$ cat src/rtl/present_pkg.sv
`default_nettype none
// +------------------------------------------------------------------------+
// | present_pkg : S-box tables, FSM encoding and counter width shared by   |
// |               the PRESENT iterative cipher core.                       |
// | Rev 1.0                                                                 |
// +------------------------------------------------------------------------+
package present_pkg;

  localparam int CNT_W = 5;

  localparam logic [3:0] SBOX [16] = '{
    4'hC, 4'h5, 4'h6, 4'hB, 4'h9, 4'h0, 4'hA, 4'hD,
    4'h3, 4'hE, 4'hF, 4'h8, 4'h4, 4'h7, 4'h1, 4'h2
  };

  localparam logic [3:0] INV_SBOX [16] = '{
    4'h5, 4'hE, 4'hF, 4'h8, 4'hC, 4'h1, 4'h2, 4'hD,
    4'hB, 4'h4, 4'h6, 4'h3, 4'h0, 4'h7, 4'h9, 4'hA
  };

  typedef enum logic [1:0] {
    ST_IDLE = 2'd0,
    ST_KEXP = 2'd1,
    ST_RUN  = 2'd2,
    ST_DONE = 2'd3
  } state_t;

  function automatic logic [3:0] sbox4(input logic [3:0] x);
    return SBOX[x];
  endfunction

  function automatic logic [3:0] inv_sbox4(input logic [3:0] x);
    return INV_SBOX[x];
  endfunction

endpackage
`default_nettype wire

$ cat src/rtl/present_key_step.sv
`default_nettype none
// +------------------------------------------------------------------------+
// | present_key_step : one forward or inverse PRESENT key-schedule step.   |
// |                    Purely combinational.                               |
// | Rev 1.0                                                                 |
// +------------------------------------------------------------------------+
module present_key_step
  import present_pkg::*;
#(
  parameter int KEY_WIDTH = 20,
  parameter int KEY_ROT   = 13,
  parameter int RC_LSB    = 0
) (
  input  logic [KEY_WIDTH-1:0] key,
  input  logic [CNT_W-1:0]     rc,
  input  logic                 inverse,
  output logic [KEY_WIDTH-1:0] next_key
);

  logic [KEY_WIDTH-1:0] w_rc_mask;
  logic [KEY_WIDTH-1:0] w_fwd_rot;
  logic [KEY_WIDTH-1:0] w_fwd_sub;
  logic [KEY_WIDTH-1:0] w_fwd_key;
  logic [KEY_WIDTH-1:0] w_inv_xor;
  logic [KEY_WIDTH-1:0] w_inv_sub;
  logic [KEY_WIDTH-1:0] w_inv_key;

  assign w_rc_mask = {{(KEY_WIDTH-CNT_W){1'b0}}, rc} << RC_LSB;

  // forward: rotate left, substitute top nibble, inject round counter
  assign w_fwd_rot = (key << KEY_ROT) | (key >> (KEY_WIDTH - KEY_ROT));
  assign w_fwd_sub = {sbox4(w_fwd_rot[KEY_WIDTH-1 -: 4]), w_fwd_rot[KEY_WIDTH-5:0]};
  assign w_fwd_key = w_fwd_sub ^ w_rc_mask;

  // inverse: the forward operations undone in reverse order
  assign w_inv_xor = key ^ w_rc_mask;
  assign w_inv_sub = {inv_sbox4(w_inv_xor[KEY_WIDTH-1 -: 4]), w_inv_xor[KEY_WIDTH-5:0]};
  assign w_inv_key = (w_inv_sub >> KEY_ROT) | (w_inv_sub << (KEY_WIDTH - KEY_ROT));

  assign next_key = inverse ? w_inv_key : w_fwd_key;

endmodule
`default_nettype wire

$ cat src/rtl/present_iter_cipher.sv
`default_nettype none
// +------------------------------------------------------------------------+
// | present_iter_cipher : iterative PRESENT-family block cipher, one round |
// |   per clock, on-the-fly key schedule. Define PRESENT_DECRYPT_EN to     |
// |   build the decrypt path (KEXP state, inverse key step, invS/invP).    |
// | Rev 1.0                                                                 |
// +------------------------------------------------------------------------+
module present_iter_cipher
  import present_pkg::*;
#(
  parameter int WIDTH     = 16,
  parameter int KEY_WIDTH = 20,
  parameter int ROUNDS    = 7,
  parameter int KEY_ROT   = 13,
  parameter int RC_LSB    = 0
) (
  input  logic                 clk,
  input  logic                 rst,
  input  logic                 in_valid,
  output logic                 in_ready,
  input  logic                 in_mode,
  input  logic [WIDTH-1:0]     in_data,
  input  logic [KEY_WIDTH-1:0] in_key,
  output logic                 out_valid,
  input  logic                 out_ready,
  output logic [WIDTH-1:0]     out_data
);

  localparam int               c_nib  = WIDTH / 4;
  localparam logic [CNT_W-1:0] c_last = CNT_W'(ROUNDS - 1);
  localparam logic [CNT_W-1:0] c_one  = CNT_W'(1);

  state_t               r_state;
  logic [WIDTH-1:0]     r_s;
  logic [KEY_WIDTH-1:0] r_kr;
  logic [CNT_W-1:0]     r_cnt;

  logic [WIDTH-1:0]     w_rk;
  logic [WIDTH-1:0]     w_enc_x;
  logic [WIDTH-1:0]     w_enc_sb;
  logic [WIDTH-1:0]     w_enc_out;
  logic [WIDTH-1:0]     w_next_rk;
  logic [KEY_WIDTH-1:0] w_next_kr;
  logic [CNT_W-1:0]     w_rc;
  logic                 w_key_inv;

  assign w_rk      = r_kr[KEY_WIDTH-1 -: WIDTH];
  assign w_next_rk = w_next_kr[KEY_WIDTH-1 -: WIDTH];
  // counter field of the step between K_cnt and K_cnt+1, used in both directions
  assign w_rc      = r_cnt + c_one;
  assign w_enc_x   = r_s ^ w_rk;

  present_key_step #(
    .KEY_WIDTH (KEY_WIDTH),
    .KEY_ROT   (KEY_ROT),
    .RC_LSB    (RC_LSB)
  ) u_key_step (
    .key      (r_kr),
    .rc       (w_rc),
    .inverse  (w_key_inv),
    .next_key (w_next_kr)
  );

`ifdef PRESENT_DECRYPT_EN
  logic             r_mode;
  logic [WIDTH-1:0] w_dec_ip;
  logic [WIDTH-1:0] w_dec_is;
  logic [WIDTH-1:0] w_dec_out;

  assign w_key_inv = (r_state == ST_RUN) && r_mode;
  assign w_dec_out = w_dec_is ^ w_next_rk;
`else
  logic w_unused_mode;

  assign w_key_inv     = 1'b0;
  assign w_unused_mode = in_mode;
`endif

  for (genvar n = 0; n < c_nib; n++) begin : g_sbox
    assign w_enc_sb[4*n +: 4] = sbox4(w_enc_x[4*n +: 4]);
`ifdef PRESENT_DECRYPT_EN
    assign w_dec_is[4*n +: 4] = inv_sbox4(w_dec_ip[4*n +: 4]);
`endif
  end

  // bit i travels to (i*WIDTH/4) mod (WIDTH-1); the MSB stays put
  for (genvar i = 0; i < WIDTH; i++) begin : g_perm
    localparam int c_dst = (i == WIDTH - 1) ? (WIDTH - 1) : ((i * (WIDTH / 4)) % (WIDTH - 1));
    assign w_enc_out[c_dst] = w_enc_sb[i];
`ifdef PRESENT_DECRYPT_EN
    assign w_dec_ip[i] = r_s[c_dst];
`endif
  end

  always_ff @(posedge clk or posedge rst) begin
    if (rst) begin
      r_state <= ST_IDLE;
      r_s     <= '0;
      r_kr    <= '0;
      r_cnt   <= '0;
`ifdef PRESENT_DECRYPT_EN
      r_mode  <= 1'b0;
`endif
    end else begin
      case (r_state)
        ST_IDLE: begin
          if (in_valid) begin
            r_s   <= in_data;
            r_kr  <= in_key;
            r_cnt <= '0;
`ifdef PRESENT_DECRYPT_EN
            r_mode  <= in_mode;
            r_state <= in_mode ? ST_KEXP : ST_RUN;
`else
            r_state <= ST_RUN;
`endif
          end
        end
`ifdef PRESENT_DECRYPT_EN
        ST_KEXP: begin
          r_kr <= w_next_kr;
          if (r_cnt == c_last) begin
            r_s     <= r_s ^ w_next_rk;
            r_state <= ST_RUN;
          end else begin
            r_cnt <= r_cnt + c_one;
          end
        end
`endif
        ST_RUN: begin
          r_kr <= w_next_kr;
`ifdef PRESENT_DECRYPT_EN
          if (r_mode) begin
            r_s <= w_dec_out;
            if (r_cnt == '0) begin
              r_state <= ST_DONE;
            end else begin
              r_cnt <= r_cnt - c_one;
            end
          end else
`endif
          if (r_cnt == c_last) begin
            r_s     <= w_enc_out ^ w_next_rk;
            r_state <= ST_DONE;
          end else begin
            r_s   <= w_enc_out;
            r_cnt <= r_cnt + c_one;
          end
        end
        ST_DONE: begin
          if (out_ready) begin
            r_state <= ST_IDLE;
          end
        end
        default: r_state <= ST_IDLE;
      endcase
    end
  end

  assign in_ready  = (r_state == ST_IDLE);
  assign out_valid = (r_state == ST_DONE);
  assign out_data  = out_valid ? r_s : '0;

endmodule
`default_nettype wire

$ cat config.mk
export PLATFORM = sky130hd
export DESIGN_NAME = present_iter_cipher
export DESIGN_NICKNAME = d
export VERILOG_FILES = /design/src/rtl/present_pkg.sv /design/src/rtl/present_key_step.sv /design/src/rtl/present_iter_cipher.sv
export SDC_FILE = /design/constraint.sdc
export NUM_CORES = 1
export LEC_CHECK = 0
export CAP_MARGIN = 20
export CORE_MARGIN = 2
export CORE_UTILIZATION = 26
export CTS_CLUSTER_SIZE = 30
export DETAILED_ROUTE_END_ITERATION = 16
export PLACE_DENSITY = 0.48
export SLEW_MARGIN = 20
export SYNTH_ARGS = -nofsm -noshare
export SYNTH_HDL_FRONTEND = slang
export SYNTH_SLANG_ARGS = --single-unit
$ cat constraint.sdc
create_clock -name clk -period 4 [get_ports clk]
set_input_delay 0.6 -clock clk [delete_from_list [all_inputs] [get_ports clk]]
set_output_delay 0.6 -clock clk [all_outputs]
set_load 0.03 [all_outputs]
Yosys cells after proc, flatten, opt, wreduce, memory -nomap -nowiden
Memories as Yosys holds them, arrays and structs flattened. Cells that the tools add are included.

Add/subtract/negate cells: 1. Bitwise gates (word level): 9. $lt $le $gt $ge: 5. Mux-type cells: 23. Reductions and logical operators: 5. Equal/unequal tests: 7.

Operators by type and width (count): two-way mux 16 bit (3); two-way mux 4 bit (10); one-hot mux 20 bit (2 select lines) (1); one-hot mux 16 bit (2 select lines) (1); XOR 16 bit (2); greater-or-equal comparator 5 bit (second input constant) (5); inverter 4 -> 5 bit (5); two-way mux 20 bit (1); bitwise OR 20 x 13 -> 20 bit (1); XOR 20 x 5 -> 20 bit (1); two-way mux 5 bit (2); one-hot mux 5 bit (2 select lines) (1); two-way mux 2 bit (3); inequality test 2 bit (second input constant) (3); one-hot mux 2 bit (3 select lines) (1); AND reduction 3 bit (2); adder 5 x 1 -> 5 bit (second input constant) (1); == test 5 x 3 -> 1 bit (second input constant) (1); == test 2 bit (second input constant) (2); logical NOT 2 bit (1); inequality test 2 x 1 -> 1 bit (second input constant) (1); AND reduction 2 bit (1); nonzero test 2 bit (1).

Logic and storage cells: 59. Memories kept: 5. Output and inout port bits: 18. Bits in registers: 43. ROM bits: 320.

Memories: (no name shown) (depth 16, width 4, read ports 1, clocked after Yosys merged registers in 0, wr ports 0, line present_pkg.sv:29) `return SBOX[x];`; (no name shown) (depth 16, width 4, read ports 1, clocked after Yosys merged registers in 0, wr ports 0, line present_pkg.sv:29); (no name shown) (depth 16, width 4, read ports 1, clocked after Yosys merged registers in 0, wr ports 0, line present_pkg.sv:29); (no name shown) (depth 16, width 4, read ports 1, clocked after Yosys merged registers in 0, wr ports 0, line present_pkg.sv:29); (no name shown) (depth 16, width 4, read ports 1, clocked after Yosys merged registers in 0, wr ports 0, line present_pkg.sv:29).

Depth between registers and ports, before layout
Gate-level depths: netlist of the first run.

Depth in word-level cells: 9. Depth in mapped cells: 8. Depth with buffers taken out: 8.

Hierarchy
A second synthesis of the first run with hierarchy kept.

Cells, all modules: 481. Area total of the unflattened synthesis: 4161.5 um^2.

Modules (own cells, without submodules): present_iter_cipher (area each 3454.6 um^2, cells an instance 380, instances 1); present_key_step (area each 706.9 um^2, cells an instance 101, instances 1).

Worst setup path before layout of the first run
No wires, ideal clock.

Path kind: register to output. Start: reg r_state[1]. End: out out_data[4]. Required time: 3.400 ns. Slack: 1.857 ns. Stages on the path, launching flop included: 5. Data arrival time: 1.543 ns. Cell sequence: dfrtp_1 -> clkbuf_1 -> inv_2 -> buf_1 -> nor3_1.

Word-level cells in the longest chain between the ends: 2.

RTL lines: start: declaration (line present_iter_cipher.sv:33) `state_t r_state;`; start signal: assignment (line present_iter_cipher.sv:97) `r_state <= ST_IDLE;`; start signal: assignment (line present_iter_cipher.sv:115) `r_state <= ST_RUN;`; start signal: assignment (line present_iter_cipher.sv:144) `r_state <= ST_DONE;`; == test 2 bit (line present_iter_cipher.sv:161) `assign out_valid = (r_state == ST_DONE);`; two-way mux 16 bit (line present_iter_cipher.sv:162) `assign out_data = out_valid ? r_s : '0;`; end: declaration (line present_iter_cipher.sv:26) `output logic [WIDTH-1:0] out_data`.

Every way passes these cells.

Worst setup path after layout of the first run
Start: reg r_state[1]. End: out out_data[5].

The elaborated chain is that of the path after synthesis.

==> impl_metrics.yaml, run 1 <==
clock_network:
  holdBufCountCts: 0
  htreeDepth: 2
  postCtsSetupRepairBufs: 0
  numCtsBuffers: 5
  clk_pin_slew_ns: 0.07
  cts.sinks: 43
  clockBufferDepth: 2
  root_buffer: "clkbuf_16"
  clk-insertion-delay-late_ns: 0.28
  cts_tree: "built"
  cts.repair.resized: 0
synth:
  synth_nets: 464
  synth-compound-area-share_pct: 20.9
  synth_top_area_share_pct: 30.6
  synth-simple-area-share_pct: 14.0
  synthXorXnorAreaFrac_pct: 12.3
  netlist_top_cells_area: "dfrtp_1 (31%), ha_1 (9.6%), xnor2_1 (6.5%)"
  ys_async_sr_fraction_pct: 100
  yosysUniqueCellTypes: 44
  synth_seq_cells: 43
  ys_seq_area_share_pct: 30.6
  muxShareOfSynthArea_pct: 6.86
  synth.cell_area_um2: 3520
  yosys.area.top_type: "dfrtp_1"
  yosys-top-cells-count: "dfrtp_1 (43), nand2_1 (37), a21oi_1 (27), ha_1 (27), o21ai_0 (27)"
  yosysWarnings: 0
  postSynthAreaPerCell_um2: 8.89
  synthFlopType: "dfrtp_1"
  synth_edf_count: 0
  syn_inst: 396
  synth_top_family_by_area: "compound AO/OA/AOI/OAI gates"
  synthAdderAreaFrac_pct: 9.59
  yosysMostFrequentCell: "dfrtp_1"
setup_path:
  crit_chain: "inv_2, nor3_1, clkdlybuf4s50_1"
  worstPathMaxFanout: 28
  crit_buf_inv: 2
  cp-end-kind: "output port"
  cp_top_family: "buffers and inverters"
  startpoint_type: "register"
  arrival_ns: 2.55
  worstSetupPathType: "reg2out"
  critPathSlowestCell: "dfrtp_1"
  slowest_delay_ns: 0.83
  required_ns: 3.40
timing:
  tns_ns: 0
  finClkSkew_ns: 0.00539
  setup_violations: 0
  rsz0062_at_grt: "no"
  fmax_mhz: 318
  hold_violations: 0
  slew_headroom_pct: 48.6
  finalCritPeriodShare_pct: 78.7
  post-route-min-period_ns: 3.15
  tightest_slew_ns: 0.768
  finalMaxSlewViolations: 0
global_route:
  grt_pass1_vias: 3131
  grt-ovfl-total: 0
  grt_pass1_wl_um: 17800
  grt.total_usage_pct: 15.9
  grt_max_degree: 34
  antenna_found_initial: 0
route:
  viasPerCell: 5.02
  met1Wirelength_um: 5390
  firstDrtPassIters: 5
  top_layer: "met4"
  wl_met2_um: 5260
  wirelength_um: 11200
  ant_nets: 0
  remaining_drc_errors: 0
  wl_per_cell_um: 18.0
  wl_met3_um: 446
  vias: 3114
  drt_iter0_markers: 186
floorplanning:
  die-area_um2: 14500
  num_io_pins: 59
  core_um2: 13200
  start_util_pct: 26.6
  num_rows: 42
  die_w_um: 120
  die_h_um: 120
place:
  gp_congestion: 0.862
  hpwl_um: 8090
  io_buffers: 57
layout:
  diodes: 0
  drive_above_1_share_pct: 7.66
  area_growth_pct: 26.1
  nNetsFinal: 512
run:
  drv_cap: 0
run_status:
  status: "finished clean"
min_path:
  hold_class: "reg2reg"
-- metal layers --
layer,up-vias,track usage [%]
met1,1525,22.4
met2,84,25.8
met5,-,0
li1,1497,-
met3,8,2.45
met4,0,3.05
-- worst register-to-register path, stage by stage (launching register included) --
cell and delay, ns:
dfrtp_1 0.79, inv_1 0.32, buf_4 0.27, o21ai_1 0.38, buf_4 0.36, o21ai_0 0.12
-- cell type report --
| cell class | instances | area [um2] |
|---|---|---|
| timing repair buffer | 67 | 658 |
| multi-input combinational | 300 | 2240 |
| tap | 176 | 220 |
| clock inverter | 1 | 5.00 |
| sequential | 43 | 1080 |
| clock buffer | 6 | 139 |
| fill | 1418 | 8800 |
| inverter | 27 | 103 |
-- flip-flops by register name, indices dropped and copies added, names as in the netlist --
name	cells
r_state	2
r_kr	20
r_cnt	5
r_s	16
-- per-stage QoR --
step,util [%],hold WS (ns),worst slack (ns),area [um2],instances
after global placement,32.4,0.523,1.17,4300,613
after floorplan,-,0.493,1.86,3520,396
final,33.5,0.540,0.851,4440,620
after global routing,33.5,0.570,0.690,4440,620
after CTS,33.5,0.543,0.807,4440,620
after detailed placement,32.4,0.527,1.12,4300,613
-- path summary, 6_finish.rpt --
kind / start / endpoint / slack (ns) / cells past startpoint
worst max-delay path: r_state[1] / out_data[5] / 0.85 / 3
max in group asynchronous: rst / r_s[9] / 2.68 / 3
worst min-delay path: r_s[9] / r_s[9] / 0.54 / 2
worst max register to register: r_state[0] / r_state[1] / 1.62 / 5
worst min register to register: r_s[9] / r_s[9] / 0.54 / 2
min in group asynchronous: rst / r_s[5] / 0.68 / 2
-- cells in the final DEF (no fill, tap or decap), drive strengths merged, types with 4 or more instances in the layout --
master,n
clkdlybuf4s50,57
dfrtp,43
nand2,37
a21oi,27
ha,27
o21ai,27
xnor2,26
inv,26
xor2,20
nor2,13
nor3,13
and3,13
o22ai,12
a31oi,11
buf,10
and2,9
mux4,9
o22a,8
o31ai,6
nand3,6
clkbuf,6
a32oi,5
nor3b,4
-- cells by family (layout without fill, tap and decap cells) --
kind of cell,Yosys count,in the layout
flip-flops,43,43
adder cells (fa/ha/maj),27,27
XOR/XNOR,46,46
buffers and inverters,53,101
AO/OA/AOI/OAI,115,115
multiplexers,12,12
AND/OR/NAND/NOR,100,100
Power of run 1 is left out: the tool's default activity adds up to more than one toggle a clock period on the data nets, which glitch-free logic cannot reach.
==> run 2: changes to the inputs <==
PLACE_DENSITY = 0.49   (was 0.48)
clock period = 2.64 ns   (was 4 ns; I/O delays follow)
==> run 2 against run 1 <==
First-iteration DRC count grew 31%; routed wire length shrank 0.87%; sequential share of layout area shrank 0.17 points; worst setup slack lost 0.53 ns; register-to-register slack lost 1.3 ns; cell area grew 0.70%; critical path depth shrank 1; critical path type unchanged; critical endpoint is now out_data[7].
==> impl_metrics.yaml, run 2 (synthesis results as in run 1) <==
layout:
  seqCellArea_um2: 1080
  area_growth_pct: 27.0
  fillers: 1399
  largest_reg_flops: 20
  drive_above_1_share_pct: 12.3
  multiInputGateArea_um2: 2240
  top_register: "r_kr"
  design_area_um2: 4470
  top_regs: "r_kr: 20 flops, r_s: 16 flops, r_cnt: 5 flops"
  nNetsFinal: 521
  diodes: 0
  layout_common_cells: "clkdlybuf4s50_1 (43), dfrtp_1 (43), nand2_1 (37), buf_4 (33)"
route:
  remaining_drc_errors: 0
  top_layer: "met4"
  drt_iter0_markers: 244
  wl_met3_um: 532
  wl_per_cell_um: 17.6
  wl_met2_um: 5150
  wirelength_um: 11100
  firstDrtPassIters: 4
  viasPerCell: 4.99
  met1Wirelength_um: 5180
  vias: 3145
  ant_nets: 0
setup_path:
  critPathSlowestCell: "dfrtp_1"
  worstSetupPathType: "reg2out"
  arrival_ns: 1.92
  crit_chain: "and3_1, clkdlybuf4s50_1"
  slowest_delay_ns: 0.69
  startpoint_type: "register"
  required_ns: 2.24
  worstPathMaxFanout: 14
  cp-end-kind: "output port"
floorplanning:
  die_h_um: 120
  core_um2: 13200
  num_rows: 42
  start_util_pct: 26.6
  num_io_pins: 59
  die_w_um: 120
  die-area_um2: 14500
clock_network:
  cts.repair.resized: 0
  clk-insertion-delay-late_ns: 0.29
  htreeDepth: 2
  root_buffer: "clkbuf_16"
  postCtsSetupRepairBufs: 0
  cts_tree: "built"
  cts.sinks: 43
  clockBufferDepth: 2
  clk_pin_slew_ns: 0.06
  numCtsBuffers: 5
  holdBufCountCts: 0
timing:
  hold_violations: 0
  setup_violations: 0
  rsz0062_at_grt: "no"
  fmax_mhz: 431
  tns_ns: 0
  slew_headroom_pct: 60.0
  tightest_slew_ns: 0.600
  finalMaxSlewViolations: 0
  finClkSkew_ns: 0.00615
  finalCritPeriodShare_pct: 87.8
  post-route-min-period_ns: 2.32
global_route:
  grt.total_usage_pct: 15.4
  grt_pass1_vias: 3106
  grt_max_degree: 44
  antenna_found_initial: 0
  grt-ovfl-total: 0
  grt_pass1_wl_um: 17100
place:
  gp_congestion: 0.885
  io_buffers: 57
  placed_cell_area_um2: 4320
  hpwl_um: 8240
run_status:
  status: "finished clean"
run:
  drv_cap: 0
min_path:
  hold_class: "reg2reg"
run 2: path summary, 6_finish.rpt:
| kind | start | to | slack (ns) | cells after the start |
|---|---|---|---|---|
| max | r_state[1] | out_data[7] | 0.32 | 2 |
| min | r_s[10] | r_s[10] | 0.55 | 2 |
| max reg2reg | r_kr[5] | r_s[4] | 0.34 | 7 |
| min reg2reg | r_s[10] | r_s[10] | 0.55 | 2 |
| max in group asynchronous | rst | r_kr[7] | 1.66 | 3 |
| min in group asynchronous | rst | r_s[10] | 0.56 | 3 |
run 2: area by class of cell:
type,instances,area share (%)
inverter,27,2.27
timing repair buffer,76,15.2
multi-input combinational,300,50.1
clock buffer,8,3.50
tap,176,4.92
sequential,43,24.1
run 2: per-stage QoR:
stage	util (%)	instances	setup slack, ns	hold slack (ns)
final	33.8	630	0.322	0.552
after global routing	33.8	630	0.207	0.585
after CTS	33.8	630	0.319	0.549
after detailed placement	32.6	622	0.322	0.535
after global placement	32.6	622	0.360	0.516
after floorplan	-	396	0.630	0.492
run 2: critical path: cells and delay by family, from the launching register on:
family / cells / cell delay, ns
DFF: 1 / 0.69
and+or+nand+nor: 1 / 0.26
buffers and inverters: 1 / 0.68
run 2: routing by layer:
| metal | vias up | track usage [%] |
|---|---|---|
| met3 | 15 | 2.64 |
| li1 | 1529 | - |
| met5 | - | 0 |
| met4 | 0 | 4.72 |
| met1 | 1524 | 21.0 |
| met2 | 77 | 24.8 |
Power of run 2 is left out for the same reason.
==> run 3: changes to the inputs <==
CORE_UTILIZATION = 49   (was 26)
PLACE_DENSITY = 0.8   (was 0.49)
==> run 3 against run 2 <==
Clock-buffer cell count is 2 lower; routed wire length is 14% lower; sequential cell count stayed put; critical path type unchanged; critical endpoint is now out_data[1]; highest routed layer unchanged.
==> impl_metrics.yaml, run 3 (synthesis results as in run 1) <==
run_status:
  status: "finished clean"
setup_path:
  worstPathMaxFanout: 45
  startpoint_type: "register"
  arrival_ns: 2.03
  slowest_delay_ns: 0.67
  required_ns: 2.24
  cp-end-kind: "output port"
  worstSetupPathType: "reg2out"
  critPathSlowestCell: "clkdlybuf4s50_1"
  crit_chain: "buf_12, and3_1, clkdlybuf4s50_1"
  r2r_cells: 6
place:
  hpwl_um: 6900
  io_buffers: 57
  gp_congestion: 0.924
timing:
  tns_ns: 0
  finalCritPeriodShare_pct: 91.8
  setup_violations: 0
  rsz0062_at_grt: "no"
  post-route-min-period_ns: 2.42
  finalMaxSlewViolations: 0
  slew_headroom_pct: 49.6
  finClkSkew_ns: 0.00897
  fmax_mhz: 413
  tightest_slew_ns: 0.754
  hold_violations: 0
route:
  firstDrtPassIters: 5
  viasPerCell: 5.91
  ant_nets: 0
  wl_per_cell_um: 17.6
  vias: 3210
  remaining_drc_errors: 0
  wirelength_um: 9560
  drt_iter0_markers: 218
floorplanning:
  start_util_pct: 51.3
  die-area_um2: 7880
  num_io_pins: 59
  num_rows: 30
  die_w_um: 88.8
  core_um2: 6870
  die_h_um: 88.8
layout:
  largest_reg_flops: 20
  nNetsFinal: 514
  area_growth_pct: 23.8
  mostFrequentLayoutCell: "clkdlybuf4s50_1"
  top_regs: "r_kr: 20 flops, r_s: 16 flops, r_cnt: 5 flops"
  fillers: 581
  diodes: 0
  drive_above_1_share_pct: 8.72
  layout_common_cells: "clkdlybuf4s50_1 (53), dfrtp_1 (43), nand2_1 (37), a21oi_1 (27), ha_1 (27)"
  top_register: "r_kr"
clock_network:
  cts.repair.resized: 0
  clk_pin_slew_ns: 0.09
  numCtsBuffers: 5
  root_buffer: "clkbuf_8"
  cts.sinks: 43
  clk-insertion-delay-late_ns: 0.31
  cts_tree: "built"
  htreeDepth: 2
  postCtsSetupRepairBufs: 0
  holdBufCountCts: 0
  clockBufferDepth: 2
run:
  drv_cap: 0
global_route:
  grt-ovfl-total: 0
  grt_pass1_wl_um: 15300
  grt_max_degree: 53
  grt_pass1_vias: 3044
  grt.total_usage_pct: 25.7
  antenna_found_initial: 0
min_path:
  hold_class: "in2async"
-- run 3: cell types whose count changed in the layout (fill, tap and decap cells not counted), sizes merged --
cell	change
buf	-17
clkdlybuf4s50	+10
bufinv	+2
clkbuf	-2
clkinv	-1
inv	+1
-- run 3: final timing paths --
kind	startpoint	end	slack, ns
min reg2reg	r_s[10]	r_s[10]	0.55
max reg2reg	r_kr[16]	r_s[11]	0.32
min	rst	r_s[5]	0.52
min in group clk	r_s[10]	r_s[10]	0.55
max in group asynchronous	rst	r_kr[6]	1.71
max	r_state[1]	out_data[1]	0.22
-- run 3: per-layer routing --
layer  global-route usage (%)  part of all wire [%]  up-vias
met5                        0                     0        -
met4                     8.13                   2.0        0
met3                     4.20                   6.6       21
met2                     42.9                    48      113
met1                     34.0                    43     1571
li1                         -                     -     1505
-- run 3: critical path: cells and delay by family, from the launching register on --
family / cells / cell delay, ns
buffers and inverters: 2 / 0.93
flip-flops: 1 / 0.59
AND/OR/NAND/NOR: 1 / 0.18
-- run 3: metrics by stage --
step | hold slack [ns] | utilization (%) | area, um2 | std cells | worst slack [ns]
CTS | 0.548 | 63.4 | 4360 | 543 | 0.234
global route | 0.574 | 63.4 | 4360 | 543 | 0.136
finish | 0.523 | 63.4 | 4360 | 543 | 0.217
global placement | 0.508 | 61.5 | 4230 | 535 | 0.435
detailed placement | 0.541 | 61.5 | 4230 | 535 | 0.360
floorplan | 0.492 | - | 3520 | 396 | 0.630
-- run 3: final cells by class --
cell class	instances	area (um2)	area share (%)
clock buffer	6	72.6	1.67
clock inverter	2	60.1	1.38
inverter	27	101	2.33
multi-input combinational	300	2240	51.4
sequential	43	1080	24.7
tap	96	120	2.76
timing repair buffer	69	688	15.8
Power of run 3 is left out for the same reason.
